File: src/rtl/ps2_note_decoder.sv
// PS/2 keyboard front end: receives scancode frames and turns make/break codes
// into note events (note_in pulse, note, octave) for the synth controller.
module ps2_note_decoder #(
  parameter int TIMEOUT_CYCLES = 50000,
  parameter int DEFAULT_OCTAVE = 4
) (
  input  logic       clk,
  input  logic       reset,
  input  logic       ps2_clk,
  input  logic       ps2_dat,
  output logic       note_in,
  output logic [3:0] note,
  output logic [2:0] octave,
  output logic       key_held,
  output logic       frame_err
);

  localparam int IW = $clog2(TIMEOUT_CYCLES + 1);

  typedef enum logic [1:0] {
    ST_NORMAL,
    ST_BREAK,
    ST_EXT,
    ST_EXT_BREAK
  } dec_state_t;

  // Synchroniser and edge-detect flops idle high, matching the PS/2 bus idle level
  logic ps2_clk_s1_q, ps2_clk_s1_d, ps2_clk_s2_q, ps2_clk_s2_d;
  logic ps2_clk_prev_q, ps2_clk_prev_d;
  logic ps2_dat_s1_q, ps2_dat_s1_d, ps2_dat_s2_q, ps2_dat_s2_d;
  logic ps2_fall;

  logic [3:0]    bit_cnt_q, bit_cnt_d;
  logic [8:0]    shift_q, shift_d;
  logic [IW-1:0] idle_cnt_q, idle_cnt_d;
  logic          byte_valid_q, byte_valid_d;
  logic [7:0]    byte_q, byte_d;
  logic          frame_err_q, frame_err_d;

  dec_state_t    state_q, state_d;
  logic [3:0]    note_q, note_d;
  logic [2:0]    octave_q, octave_d;
  logic          note_in_q, note_in_d;
  logic          key_held_q, key_held_d;
  logic [7:0]    held_code_q, held_code_d;

  logic          key_hit;
  logic [3:0]    key_note;

  always_comb begin
    ps2_clk_s1_d   = ps2_clk;
    ps2_clk_s2_d   = ps2_clk_s1_q;
    ps2_clk_prev_d = ps2_clk_s2_q;
    ps2_dat_s1_d   = ps2_dat;
    ps2_dat_s2_d   = ps2_dat_s1_q;
  end

  assign ps2_fall = ps2_clk_prev_q & ~ps2_clk_s2_q;

  // Frame receiver: bit_cnt 0 = idle, 1..9 = d0..d7 and parity, 10 = stop bit
  always_comb begin
    bit_cnt_d    = bit_cnt_q;
    shift_d      = shift_q;
    idle_cnt_d   = idle_cnt_q;
    byte_valid_d = 1'b0;
    byte_d       = byte_q;
    frame_err_d  = 1'b0;
    if (ps2_fall) begin
      idle_cnt_d = '0;
      if (bit_cnt_q == 4'd0) begin
        if (!ps2_dat_s2_q) bit_cnt_d = 4'd1;
      end else if (bit_cnt_q < 4'd10) begin
        shift_d   = {ps2_dat_s2_q, shift_q[8:1]};
        bit_cnt_d = bit_cnt_q + 4'd1;
      end else begin
        bit_cnt_d = 4'd0;
        if (ps2_dat_s2_q && (^shift_q)) begin
          byte_valid_d = 1'b1;
          byte_d       = shift_q[7:0];
        end else begin
          frame_err_d = 1'b1;
        end
      end
    end else if (bit_cnt_q != 4'd0) begin
      if (idle_cnt_q == IW'(TIMEOUT_CYCLES - 1)) begin
        frame_err_d = 1'b1;
        bit_cnt_d   = 4'd0;
        idle_cnt_d  = '0;
      end else begin
        idle_cnt_d = idle_cnt_q + 1'b1;
      end
    end
  end

  always_comb begin
    key_hit  = 1'b1;
    key_note = 4'd0;
    case (byte_q)
      8'h1C: key_note = 4'd0;
      8'h1D: key_note = 4'd1;
      8'h1B: key_note = 4'd2;
      8'h24: key_note = 4'd3;
      8'h23: key_note = 4'd4;
      8'h2B: key_note = 4'd5;
      8'h2C: key_note = 4'd6;
      8'h34: key_note = 4'd7;
      8'h35: key_note = 4'd8;
      8'h33: key_note = 4'd9;
      8'h3C: key_note = 4'd10;
      8'h3B: key_note = 4'd11;
      default: key_hit = 1'b0;
    endcase
  end

  // Decoder advances only on accepted bytes; discarded frames never reach it
  always_comb begin
    state_d     = state_q;
    note_d      = note_q;
    octave_d    = octave_q;
    note_in_d   = 1'b0;
    key_held_d  = key_held_q;
    held_code_d = held_code_q;
    if (byte_valid_q) begin
      case (state_q)
        ST_NORMAL: begin
          if (byte_q == 8'hF0) begin
            state_d = ST_BREAK;
          end else if (byte_q == 8'hE0) begin
            state_d = ST_EXT;
          end else if (key_hit) begin
            // Typematic repeats of the held key produce no new event
            if (!key_held_q || (byte_q != held_code_q)) begin
              note_d      = key_note;
              key_held_d  = 1'b1;
              held_code_d = byte_q;
              note_in_d   = 1'b1;
            end
          end else if (byte_q == 8'h1A) begin
            if (octave_q != 3'd0) octave_d = octave_q - 3'd1;
          end else if (byte_q == 8'h22) begin
            if (octave_q < 3'd6) octave_d = octave_q + 3'd1;
          end
        end
        ST_BREAK: begin
          if (byte_q == held_code_q) key_held_d = 1'b0;
          state_d = ST_NORMAL;
        end
        ST_EXT: begin
          state_d = (byte_q == 8'hF0) ? ST_EXT_BREAK : ST_NORMAL;
        end
        default: begin
          state_d = ST_NORMAL;
        end
      endcase
    end
  end

  always_ff @(posedge clk or negedge reset) begin
    if (!reset) begin
      ps2_clk_s1_q   <= 1'b1;
      ps2_clk_s2_q   <= 1'b1;
      ps2_clk_prev_q <= 1'b1;
      ps2_dat_s1_q   <= 1'b1;
      ps2_dat_s2_q   <= 1'b1;
      bit_cnt_q      <= 4'd0;
      shift_q        <= 9'd0;
      idle_cnt_q     <= '0;
      byte_valid_q   <= 1'b0;
      byte_q         <= 8'd0;
      frame_err_q    <= 1'b0;
      state_q        <= ST_NORMAL;
      note_q         <= 4'd0;
      octave_q       <= 3'(DEFAULT_OCTAVE);
      note_in_q      <= 1'b0;
      key_held_q     <= 1'b0;
      held_code_q    <= 8'd0;
    end else begin
      ps2_clk_s1_q   <= ps2_clk_s1_d;
      ps2_clk_s2_q   <= ps2_clk_s2_d;
      ps2_clk_prev_q <= ps2_clk_prev_d;
      ps2_dat_s1_q   <= ps2_dat_s1_d;
      ps2_dat_s2_q   <= ps2_dat_s2_d;
      bit_cnt_q      <= bit_cnt_d;
      shift_q        <= shift_d;
      idle_cnt_q     <= idle_cnt_d;
      byte_valid_q   <= byte_valid_d;
      byte_q         <= byte_d;
      frame_err_q    <= frame_err_d;
      state_q        <= state_d;
      note_q         <= note_d;
      octave_q       <= octave_d;
      note_in_q      <= note_in_d;
      key_held_q     <= key_held_d;
      held_code_q    <= held_code_d;
    end
  end

  assign note_in   = note_in_q;
  assign note      = note_q;
  assign octave    = octave_q;
  assign key_held  = key_held_q;
  assign frame_err = frame_err_q;

endmodule
File: config.mk
export PLATFORM = sky130hd
export DESIGN_NAME = ps2_note_decoder
export DESIGN_NICKNAME = d
export VERILOG_FILES = /design/src/rtl/ps2_note_decoder.sv
export SDC_FILE = /design/constraint.sdc
export NUM_CORES = 1
export LEC_CHECK = 0
export CAP_MARGIN = 10
export CELL_PAD_IN_SITES_DETAIL_PLACEMENT = 0
export CELL_PAD_IN_SITES_GLOBAL_PLACEMENT = 1
export CORE_AREA = 2 2 85 87
export CTS_CLUSTER_SIZE = 24
export DETAILED_ROUTE_END_ITERATION = 10
export DIE_AREA = 0 0 87 89
export PLACE_DENSITY_LB_ADDON = 0.12
export SETUP_SLACK_MARGIN = 0.05
export SLEW_MARGIN = 0
export SYNTH_ARGS = -nofsm -noshare
export SYNTH_HDL_FRONTEND = slang
export SYNTH_SLANG_ARGS = --single-unit
File: constraint.sdc
create_clock -name clk -period 2.7 [get_ports clk]
set_input_delay 0.54 -clock clk [delete_from_list [all_inputs] [get_ports clk]]
set_output_delay 0.54 -clock clk [all_outputs]
set_load 0.02 [all_outputs]
Word-level counts from Yosys, hierarchy flattened
Index checks and enable logic that the tools add are counted.
{ "word_totals": {"mem_count": 0, "regBits": 63, "latch_bits": 0, "rom_bits": 0, "ramBits": 0} }
{ "op_classes": {"shift": 0, "order_cmp": 2, "n_eq_ne": 29, "bitwise_logic": 7, "multipliers": 0, "mux": 41, "div": 0, "n_reduce_logical": 21, "addsub": 4} }
{ "ops": {"columns": ["operator", "count"], "rows": [
  ["$eq A8 B6 Y1 const B", 10],
  ["$mux W16", 3],
  ["$pmux W4 S11", 1],
  ["$eq A8 B5 Y1 const B", 4],
  ["$mux W4", 6],
  ["$mux W1", 22],
  ["$add A16 B1 Y16 const B", 1],
  ["$eq A16 B16 Y1 const B", 1],
  ["$eq A8 B8 Y1 const B", 2],
  ["$mux W3", 4],
  ["$reduce_or A12 Y1", 1],
  ["$ne A2 B2 Y1 const B", 5],
  ["$reduce_bool A2 Y1", 5],
  ["$reduce_xor A9 Y1", 1],
  ["$eq A8 B8 Y1", 1],
  ["$ne A8 B8 Y1", 1],
  ["$reduce_and A8 Y1", 1],
  ["$reduce_and A7 Y1", 1],
  ["$mux W2", 3],
  ["$ne A3 B3 Y1 const B", 2],
  ["$not A1 Y1", 6],
  ["$reduce_and A3 Y1", 2],
  ["$reduce_and A6 Y1", 1],
  ["$add A4 B1 Y4 const B", 1],
  ["19 further kinds", 19]
]} }

Depth between registers and ports, before layout
{ "logic_depth": {"depth_word": 8, "ltp_mapped": 8} }

Worst setup path after synthesis
Ideal clock, no wire load.
{ "synth_path": {"path_type": "register to register", "from": "reg idle_cnt_q[5]", "to": "reg idle_cnt_q[14]", "t_required_ns": 2.582, "path_stages_with_launch": 6, "setup_ns": 0.118, "path_buffers": 0, "slack_ns": 0.675, "arrival_time_ns": 1.907, "cell_sequence": "dfrtp_1 -> or4b_4 -> o41ai_4 -> or2b_4 -> o21ai_2 -> a21o_1"} }
{ "synth_between": {"elab_chain_len": 4} }
{ "synth_lines": {"columns": ["element", "line_no", "source"], "rows": [
  ["start: declaration", "35", "logic [IW-1:0] idle_cnt_q, idle_cnt_d;"],
  ["start signal: assignment", "185", "idle_cnt_q <= idle_cnt_d;"],
  ["$add A16 B1 Y16 / $eq A16 B16 Y1 (equally long branches)", "90, 85", null],
  ["$mux W16 (*)", "85", "if (idle_cnt_q == IW'(TIMEOUT_CYCLES - 1)) begin"],
  ["$mux W16 (*)", "84", "end else if (bit_cnt_q != 4'd0) begin"],
  ["$mux W16 (*)", "68", "if (ps2_fall) begin"]
]} }
Every way passes the cells marked *; elsewhere a longest branch is shown, timed or not. The select of a mux whose other input is x is not followed.
A chain may end at the register's enable or synchronous reset.

Final worst setup path
{ "layout_path": {"from": "reg idle_cnt_q[10]", "to": "reg bit_cnt_q[1]"} }
{ "layout_between": {"elab_chain_len": 3} }
{ "layout_lines": {"columns": ["element", "line_no", "source"], "rows": [
  ["$eq A16 B16 Y1", "85", null],
  ["$reduce_bool A2 Y1 (no line)", null, null],
  ["$reduce_and A3 Y1 (no line)", null, null],
  ["end signal: assignment", "183", "bit_cnt_q <= bit_cnt_d;"],
  ["end: declaration", "33", "logic [3:0] bit_cnt_q, bit_cnt_d;"]
]} }
No other way between the ends.

==> impl_metrics.yaml <==
setup_path:
  endpoint_kind: "register"
  reg2reg_depth: 5
  arrival_ps: 2410
  cp_cell_sequence: "or4b_4 -> nor3_1 -> a21o_1 -> a21oi_1 -> a41o_1"
  critPathKind: "reg -> reg"
  reg2reg_from: "idle_cnt_q[10]"
  crit_required_ps: 2930
  max_stage_delay_ps: 580
  r2r_setup_slack_ps: 520
  path_max_fanout: 9
  crit_slowest_cell: "or4b_4"
  rr_endpoint: "bit_cnt_q[1]"
  cp.depth: 5
  crit_end: "bit_cnt_q[1]"
  startpoint_type: "register"
  path_delay_family: "simple AND/OR/NAND/NOR gates"
  cp-startpoint: "idle_cnt_q[10]"
  worstPathBufferInverterCount: 0
cells_and_area:
  fillers: 606
  nets: 315
  multi_input_comb_area_sq_um: 1493
  drive_gt1_frac: 0.2083
  seqCellArea_sq_um: 1584
  antenna_cells: 0
  final_util: 0.5417
  syn_to_final_growth_pct: 14.66
placement:
  gp_congestion: 0.7847
  io_buffers: 13
  dp_hpwl_um: 4221
outcome:
  outcome: "finished, final reports clean"
die:
  start_util: 0.4724
  die_h_um: 89
  coreArea_sq_um: 6719
  rows: 30
  dieArea_sq_um: 7743
  boundaryPins: 14
  die_w_um: 87
logic_synthesis:
  synthCells: 288
  yosys_most_used_dff: "dfrtp_1"
  ys_types: 51
  mappedNetlistNets: 296
  ys_seq_area_frac: 0.4990
  postSynth.asyncResetShare: 1.000
  syn_area_sq_um: 3174
  ys_ff_latch: 63
  ys_warn_count: 0
  synth_enable_flop_cells: 0
  avgSynthCellArea_sq_um: 11.02
clocking:
  cts_buffers: 9
  clock_latency_ps: 350
  ctsHoldBuffers: 0
  cts_setup_buffers: 0
  cts_root_buf: "clkbuf_8"
  cts_resized: 0
  clk_pin_slew_ps: 80
  cts_tree: "built"
  cts_sinks: 63
  cts_buffer_depth: 2
  h-tree-depth: 3
detailed_routing:
  ant_nets: 0
  dr_total_vias: 2174
  finalWirelength_um: 6077
  dr.pass1.iters: 4
  dr.first_iter.drc_count: 73
  routed_via_density: 5.546
  wl_per_cell_um: 15.50
  drc: 0
grt:
  gr-total-overflow: 0
  grt_pass1_wl_um: 10490
  antenna_found_initial: 0
  grt_pass1_vias: 2101
  track_usage: 0.1762
  grt_max_degree: 42
sta:
  timing.fmax_ghz: 0.4593
  whs_ps: 173.2
  hold_viol_final: 0
  fin_worst_skew_ps: 9.878
  setup_viol: 0
  relSlewSlack: 0.5990
  drv_slew: 0
  fin_crit_ps: 2177
  worstMarginPinSlew_ps: 597.0
  fin_crit_sh: 0.8065
  fin_tns_setup_ps: 0
  rsz0062_at_grt: "no"
power_and_ir_drop:
  peakVddDrop_mv: 0.5613
  p_leak_nw: 1.709
  power_density_nw_per_um2: 774.7
run:
  cap_violations: 0
worst_hold_path:
  hold_path_class: "in -> async"
worst reg2reg max path: cells and delay by family, from the launching register on:
family	cells	cell delay, ps
and+or+nand+nor	2	860
AOI/OAI and AO/OA	3	750
DFF	1	460
worst min-delay path by stage:
| stage | start | end | slack [ps] | cells past startpoint |
|---|---|---|---|---|
| after floorplan | reset | bit_cnt_q[0] | 240 | 0 |
| after global placement | ps2_dat_s1_q | ps2_dat_s2_q | 350 | 0 |
| after detailed placement | ps2_dat_s1_q | ps2_dat_s2_q | 350 | 0 |
| after CTS | reset | idle_cnt_q[14] | 190 | 1 |
| after global routing | reset | idle_cnt_q[13] | 210 | 1 |
| final | reset | idle_cnt_q[14] | 170 | 1 |
cell type report:
type                    instances  share of cell area
clock buffers                   9             0.03403
multi-input cells             201              0.4101
repair buffers                 20             0.05225
flip-flops and latches         63              0.4352
clock inverters                 7             0.02853
well taps                      80             0.02750
inverters                      12             0.01238
through the flow:
step	instance area [sq um]	std cells	worst slack [ps]	power, mW
floorplan	3174	288	674.7	1.706
global placement	3412	376	568.9	1.876
detailed placement	3412	376	523.8	1.888
CTS	3640	392	508.3	2.850
global route	3640	392	364.0	2.968
finish	3640	392	522.6	2.820
state kept, by name, summed over array words and instances (netlist names), 2 cells and up:
name / count
bit_cnt_q: 4
byte_q: 8
held_code_q: 8
idle_cnt_q: 16
note: 4
octave: 3
shift_q: 9
state_q: 2
kinds of logic after synthesis:
logic type               after synthesis  synth area share
AO/OA/AOI/OAI                         50            0.1100
XOR/XNOR                              28           0.08159
adder cells (fa/ha/maj)                4           0.01813
buffers and inverters                 24           0.03074
flip-flops                            63            0.4990
multiplexers                          26           0.09145
AND/OR/NAND/NOR                       93            0.1691
Yosys cell counts (all sizes together) (3+ instances only):
cell type	number	area share
o21ai	20	0.033
xor2	16	0.044
nor3	9	0.014
nand4	5	0.0099
xnor2	11	0.030
nor2	17	0.020
a21o	4	0.0095
a21oi	8	0.013
nor3b	4	0.0095
and2	3	0.0059
dfrtp	57	0.45
mux2	24	0.085
nand3b	3	0.0071
inv	12	0.014
nand2	17	0.020
nand3	7	0.011
ha	3	0.012
buf	6	0.0095
clkbuf	6	0.0071
nand2b	4	0.0079
dfstp	6	0.050
nor4	8	0.020
placed cells by master, fill, tap and decap left out, types with 3 or more instances in the layout:
master / netlist / final
a21o_1: 4 / 4
a21oi_1: 8 / 8
and2_1: 3 / 3
buf_4: 0 / 6
clkbuf_8: 0 / 9
clkdlybuf4s50_1: 0 / 12
dfrtp_1: 57 / 57
dfstp_2: 6 / 6
ha_1: 3 / 3
inv_1: 12 / 12
inv_6: 0 / 3
mux2_2: 24 / 24
nand2_1: 17 / 17
nand2b_1: 4 / 4
nand3_1: 7 / 7
nand3b_1: 3 / 3
nand4_1: 5 / 5
nor2_1: 17 / 17
nor3_1: 9 / 9
nor3b_1: 4 / 4
nor4_1: 7 / 7
o21ai_0: 18 / 18
xnor2_1: 11 / 11
xor2_1: 16 / 16
power by group:
part	leakage [nW]	internal (mW)	switching, mW	total (mW)
logic	0.752	0.338	0.349	0.687
clock network	0.115	0.533	0.421	0.953
registers	0.842	1.06	0.120	1.18
layer usage:
layer | global-route usage | vias to the layer above | wire length (um)
li1 | - | 1069 | -
met1 | 0.2558 | 1065 | 3217
met2 | 0.2554 | 30 | 2619
met3 | 0.03601 | 10 | 129
met4 | 0.07670 | 0 | 111
met5 | 0 | - | 0
No activity file was read; power rests on OpenSTA's default activity.
